`src/rtl/change_dispenser.sv`:
```
// Pays out one vending transaction (product, then change) one eject at a time; each eject waits for eject_done, first pulse 1 cycle after accept.
// Takes a request only when idle and fault-free; two fives stand in for a missing ten, and an infeasible, illegal or stalled payout latches fault.
module change_dispenser #(
    parameter int CNT_W     = 4,
    parameter int INIT_FIVE = 8,
    parameter int INIT_TEN  = 8,
    parameter int TIMEOUT   = 15
) (
    input  logic             clk,
    input  logic             rst,
    input  logic             req_valid,
    input  logic             req_prod,
    input  logic [1:0]       req_chg,
    output logic             req_ready,
    output logic             eject_prod,
    output logic             eject_five,
    output logic             eject_ten,
    input  logic             eject_done,
    input  logic             refill_five,
    input  logic             refill_ten,
    input  logic             clr_fault,
    output logic             busy,
    output logic             fault,
    output logic             txn_done,
    output logic [CNT_W-1:0] five_cnt,
    output logic [CNT_W-1:0] ten_cnt
);
    localparam int TW = $clog2(TIMEOUT + 1);
    localparam logic [CNT_W-1:0] CNT_MAX = '1;

    typedef enum logic [2:0] {
        S_IDLE, S_PROD, S_WAIT_PROD, S_COIN, S_WAIT_COIN, S_DONE, S_FAULT
    } state_t;

    state_t          r_state;
    logic [1:0]      r_rem;
    logic [TW-1:0]   r_tcnt;

    logic [1:0]       w_rem_req, w_rem_cur, w_rem_after;
    logic             w_accept, w_infeasible, w_wait, w_enter_coin;
    logic             w_pick_ten, w_pick_five, w_dec_five, w_dec_ten;
    logic [CNT_W-1:0] w_five_nxt, w_ten_nxt;

    always_comb begin
        w_rem_req    = (req_chg == 2'b10) ? 2'd2 : (req_chg == 2'b01) ? 2'd1 : 2'd0;
        w_accept     = req_valid && (r_state == S_IDLE);
        w_infeasible = (req_chg == 2'b11)
                    || ((w_rem_req == 2'd1) && (five_cnt == '0))
                    || ((w_rem_req == 2'd2) && (ten_cnt == '0) && (five_cnt < CNT_W'(2)));
        w_wait       = (r_state == S_WAIT_PROD) || (r_state == S_WAIT_COIN);
        // The coin choice is made on the edge that enters COIN, so the decrement lands with the pulse.
        w_rem_cur    = (r_state == S_IDLE) ? w_rem_req : r_rem;
        w_pick_ten   = (w_rem_cur == 2'd2) && (ten_cnt != '0);
        w_pick_five  = (w_rem_cur != 2'd0) && !w_pick_ten;
        w_rem_after  = w_pick_ten ? 2'd0 : (w_rem_cur - 2'd1);
        w_enter_coin = (w_accept && !w_infeasible && !req_prod && (w_rem_req != 2'd0))
                    || (w_wait && eject_done && (r_rem != 2'd0));
        w_dec_five   = w_enter_coin && w_pick_five;
        w_dec_ten    = w_enter_coin && w_pick_ten;

        w_five_nxt = five_cnt;
        if (refill_five && !w_dec_five)
            w_five_nxt = (five_cnt == CNT_MAX) ? five_cnt : five_cnt + 1'b1;
        else if (w_dec_five && !refill_five)
            w_five_nxt = five_cnt - 1'b1;

        w_ten_nxt = ten_cnt;
        if (refill_ten && !w_dec_ten)
            w_ten_nxt = (ten_cnt == CNT_MAX) ? ten_cnt : ten_cnt + 1'b1;
        else if (w_dec_ten && !refill_ten)
            w_ten_nxt = ten_cnt - 1'b1;
    end

    always_ff @(posedge clk or posedge rst) begin
        if (rst) begin
            r_state    <= S_IDLE;
            r_rem      <= 2'd0;
            r_tcnt     <= '0;
            five_cnt   <= CNT_W'(INIT_FIVE);
            ten_cnt    <= CNT_W'(INIT_TEN);
            eject_prod <= 1'b0;
            eject_five <= 1'b0;
            eject_ten  <= 1'b0;
            txn_done   <= 1'b0;
            fault      <= 1'b0;
            busy       <= 1'b0;
            req_ready  <= 1'b1;
        end else begin
            five_cnt   <= w_five_nxt;
            ten_cnt    <= w_ten_nxt;
            eject_prod <= 1'b0;
            eject_five <= 1'b0;
            eject_ten  <= 1'b0;
            txn_done   <= 1'b0;
            fault      <= 1'b0;
            busy       <= 1'b1;
            req_ready  <= 1'b0;
            case (r_state)
                S_IDLE: begin
                    if (w_accept) begin
                        if (w_infeasible) begin
                            r_state <= S_FAULT;
                            fault   <= 1'b1;
                        end else if (req_prod) begin
                            r_state    <= S_PROD;
                            r_rem      <= w_rem_req;
                            eject_prod <= 1'b1;
                        end else if (w_enter_coin) begin
                            r_state    <= S_COIN;
                            r_rem      <= w_rem_after;
                            eject_ten  <= w_pick_ten;
                            eject_five <= w_pick_five;
                        end else begin
                            r_state  <= S_DONE;
                            txn_done <= 1'b1;
                        end
                    end else begin
                        busy      <= 1'b0;
                        req_ready <= 1'b1;
                    end
                end
                S_PROD: begin
                    r_state <= S_WAIT_PROD;
                    r_tcnt  <= '0;
                end
                S_COIN: begin
                    r_state <= S_WAIT_COIN;
                    r_tcnt  <= '0;
                end
                S_WAIT_PROD, S_WAIT_COIN: begin
                    if (eject_done) begin
                        if (w_enter_coin) begin
                            r_state    <= S_COIN;
                            r_rem      <= w_rem_after;
                            eject_ten  <= w_pick_ten;
                            eject_five <= w_pick_five;
                        end else begin
                            r_state  <= S_DONE;
                            txn_done <= 1'b1;
                        end
                    end else if (r_tcnt == TW'(TIMEOUT - 1)) begin
                        r_state <= S_FAULT;
                        fault   <= 1'b1;
                    end else begin
                        r_tcnt <= r_tcnt + 1'b1;
                    end
                end
                S_FAULT: begin
                    if (clr_fault) begin
                        r_state   <= S_IDLE;
                        busy      <= 1'b0;
                        req_ready <= 1'b1;
                    end else begin
                        fault <= 1'b1;
                    end
                end
                default: begin
                    r_state   <= S_IDLE;
                    busy      <= 1'b0;
                    req_ready <= 1'b1;
                end
            endcase
        end
    end
endmodule

```
`config.mk`:
```
export PLATFORM = sky130hd
export DESIGN_NAME = change_dispenser
export DESIGN_NICKNAME = d
export VERILOG_FILES = /design/src/rtl/change_dispenser.sv
export SDC_FILE = /design/constraint.sdc
export NUM_CORES = 1
export LEC_CHECK = 0
export CAP_MARGIN = 25
export CELL_PAD_IN_SITES_DETAIL_PLACEMENT = 1
export CELL_PAD_IN_SITES_GLOBAL_PLACEMENT = 1
export CORE_ASPECT_RATIO = 1.75
export CORE_MARGIN = 2
export CORE_UTILIZATION = 45
export DETAILED_ROUTE_END_ITERATION = 6
export GPL_ROUTABILITY_DRIVEN = 0
export HOLD_SLACK_MARGIN = 0.06
export PLACE_DENSITY_LB_ADDON = 0.1
export SETUP_SLACK_MARGIN = 0.4
export SLEW_MARGIN = 20
export SYNTH_ARGS = -nofsm -noshare
export SYNTH_HDL_FRONTEND = slang
export SYNTH_SLANG_ARGS = --single-unit
```
`constraint.sdc`:
```
create_clock -name clk -period 9.2 [get_ports clk]
set_clock_uncertainty 0.05 [all_clocks]
set_input_delay 1.84 -clock clk [delete_from_list [all_inputs] [get_ports clk]]
set_output_delay 1.84 -clock clk [all_outputs]
set_load 0.01 [all_outputs]
```
==> metrics.log <==
[metrics] setup total negative slack: 0 ns
[metrics] syn_area_per_cell: 10.1 um2
[metrics] async set or reset register ratio after synthesis: 100%
[metrics] gate count after technology mapping: 165
[metrics] maximum root-to-sink buffer count: 2
[metrics] maximum clock rate: 202 MHz
[metrics] Final nets: 214
[metrics] overall power consumption: 700 uW
[metrics] Tightest Pin Transition: 0.667 ns
[metrics] total congestion overflow after global routing: 0
[metrics] worst-path maximum fanout: 10
[metrics] nets in the synthesized netlist: 189
[metrics] kind of path behind the tightest hold check: register to register
[metrics] width of the chip: 49.9 um
[metrics] Final Max Tran Viols: 0
[metrics] Worst slew margin: 55.2%
[metrics] count of vias placed by the detailed router: 1366
[metrics] clock-pin slew of the registers on the worst-case setup and hold paths: 0.08 ns
[metrics] final hold viol count: 0
[metrics] ratio of cells with drive above 1 in the final layout: 10.1%
[metrics] post-detailed-route via-to-cell ratio: 5.81
[metrics] top cells by area in the synthesized netlist: dfrtp_1 32%, ha_1 9.0%, dfstp_2 4.7%
[metrics] setup repair after global routing missed its margin: no
[metrics] number of global-route vias before repair: 1466
[metrics] final setup vio count: 0
[metrics] min Tclk post-route: 4.96 ns
[metrics] fin crit share: 53.9%
[metrics] total routing resource utilization after global routing: 22.5%
[metrics] DP Wirelength: 3.36 mm
[metrics] sum of routed wire length over all layers: 4.24 mm
[metrics] cell taking the most area after synthesis: dfrtp_1
[metrics] Post-synth top cells: 21 x dfrtp_1, 16 x nor2_1, 12 x ha_1
[metrics] number of placement rows: 29
[metrics] number of buffers inserted by hold repair at cts: 0
[metrics] core box area: 0.00359 mm2
[metrics] Crit. End Element: register
[metrics] post-synthesis instance area: 0.00166 mm2
[metrics] Clock H-tree levels: 1
[metrics] number of antenna violations at the first check in global routing: 0
[metrics] Arrival @ worst endpoint: 5.10 ns
[metrics] EDFF count, synth: 0
[metrics] outcome: finished clean
[metrics] post-detailed-route count of antenna-violating nets: 0
[metrics] area of the die: 0.00421 mm2
[metrics] effective utilization at floorplan: 46.2%
[metrics] reported leakage power: 0.000854 uW
[metrics] worst vdd ir: 0.172 mV
[metrics] clock net sink count: 24
[metrics] global-route wire length before repair: 7.28 mm
[metrics] largest net degree at the start of global routing: 25
[metrics] TritonCTS Buffers: 3
[metrics] sequential fraction of the synthesis area: 36.4%
[metrics] final core utilization: 56.0%
[metrics] Power per Cell Area: 348 mW/mm2
[metrics] Port-buffer cells: 24
[metrics] overall die height: 84.4 um
[metrics] yosys warns: 0
[metrics] Syn-to-layout area delta: 21.2%
[metrics] CTS tree: yes
[metrics] placed cell area: 0.00194 mm2
[metrics] DR pass1 iterations: 2
[metrics] type of element launching the critical path: primary input
[metrics] post-CTS setup buffers: 0
[metrics] library cell used as clock root buffer: clkbuf_8
[metrics] mean routed wirelength per cell: 18.0 um
[metrics] latest clock arrival within the worst-skew pair: 0.27 ns
[metrics] violation count after the first detailed-routing iteration: 13
[metrics] portion of synthesized cell area occupied by the leading cell type: 31.7%
[metrics] WS Path Type: primary input to register
[metrics] number of DRC violations after detailed routing: 0
[metrics] most instantiated library cell after synthesis: dfrtp_1
[metrics] count of boundary I/O pins: 25
[metrics] Synth Register Bits: 24
[metrics] required arrival time at the worst endpoint: 9.35 ns
[metrics] antenna diode instance count: 0
[metrics] Layout Cell Area excl Fill: 0.00201 mm2
[metrics] MaxCap Viol Count: 0
[metrics] most used flip-flop cell after synthesis: dfrtp_1
[metrics] count of instances resized after the clock tree is built: 0
[metrics] count of distinct cell types in the synthesized netlist: 47
==> cell usage in the layout (no fill, tap or decap), types with 2 or more instances in the layout <==
| cell type | instances |
|---|---|
| o32ai_1 | 2 |
| xor2_1 | 6 |
| mux2i_1 | 6 |
| a31oi_1 | 2 |
| clkdlybuf4s50_1 | 24 |
| nor2_1 | 16 |
| a211o_1 | 2 |
| and2_1 | 3 |
| clkbuf_8 | 3 |
| nand2_1 | 5 |
| a2bb2oi_1 | 2 |
| nand4_1 | 3 |
| fa_1 | 2 |
| a21oi_1 | 5 |
| a21o_1 | 5 |
| inv_1 | 8 |
| nor3_1 | 6 |
| nor2b_1 | 3 |
| o21ai_1 | 4 |
| o311ai_2 | 2 |
| ha_1 | 12 |
| or3_1 | 2 |
| o22ai_1 | 2 |
| dfrtp_1 | 21 |
| a211oi_1 | 2 |
| mux2_4 | 3 |
| nand3_1 | 2 |
| dfstp_2 | 3 |
| nand2b_1 | 4 |
| xnor2_1 | 4 |
| o21ai_0 | 6 |
==> stage by stage <==
step / std cells / hold slack, ns / setup WS, ns
2_1_floorplan: 165 / 0.470 / 4.78
3_3_place_gp: 230 / 0.483 / 4.16
3_5_place_dp: 230 / 0.491 / 3.98
4_1_cts: 234 / 0.506 / 4.26
5_1_grt: 235 / 0.518 / 4.10
6_report: 235 / 0.505 / 4.24
==> final timing paths <==
path,from,endpoint,slack (ns),cells past startpoint
min in group asynchronous,rst,r_tcnt[1],1.86,2
setup / recovery,req_valid,ten_cnt[3],4.24,11
max in group asynchronous,rst,ten_cnt[3],6.70,3
hold reg to reg,ten_cnt[3],ten_cnt[3],0.50,1
setup reg to reg,r_state[0],ten_cnt[3],5.58,10
hold / removal,ten_cnt[3],ten_cnt[3],0.50,1
==> power breakdown <==
part           switching [uW]  total [uW]  leakage, uW  internal [uW]
sequential               73.3         232     0.000292            158
clock                    35.1        66.1    0.0000228           31.0
combinational             198         403     0.000540            204
==> cell families (layout without fill, tap and decap cells) <==
| group | after synthesis | count (layout) | synth area share [%] |
|---|---|---|---|
| flip-flops | 24 | 24 | 36.4 |
| XOR/XNOR | 10 | 10 | 5.27 |
| AND/OR/NAND/NOR | 50 | 50 | 16.4 |
| multiplexers | 10 | 10 | 7.01 |
| buffers and inverters | 13 | 37 | 2.94 |
| AO/OA/AOI/OAI | 44 | 44 | 20.6 |
| adder cells (fa/ha/maj) | 14 | 14 | 11.5 |
==> critical path: stages <==
cell and delay, ns:
clkdlybuf4s50_1 0.52, or4b_4 0.53, a2111oi_4 0.36, o21ai_2 0.13
and2_1 0.29, o21ai_1 0.33, ha_1 0.30, a21o_1 0.18
a21oi_1 0.18, mux2i_1 0.27, xor2_1 0.18
==> cell type report <==
class	instances	area [um2]
sequential	24	604
fill	413	1580
timing repair buffer	25	268
clock buffer	4	45.0
tap	46	57.6
inverter	8	30.0
multi-input combinational	128	1010
==> per-layer routing <==
layer  GRT usage, %  wire (um)  up-vias
met5              0          0        -
met4           8.08        111        0
met3           3.20         93       10
met2           44.4       2490       23
met1           22.7       1540      683
li1               -          -      650
==> state kept, by name, summed over array words and instances (netlist names) <==
name / cells
req_ready: 1
eject_ten: 1
r_tcnt: 4
r_rem: 2
ten_cnt: 4
txn_done: 1
five_cnt: 4
fault: 1
eject_five: 1
busy: 1
eject_prod: 1
r_state: 3
Power figures use the tool's default switching activity.
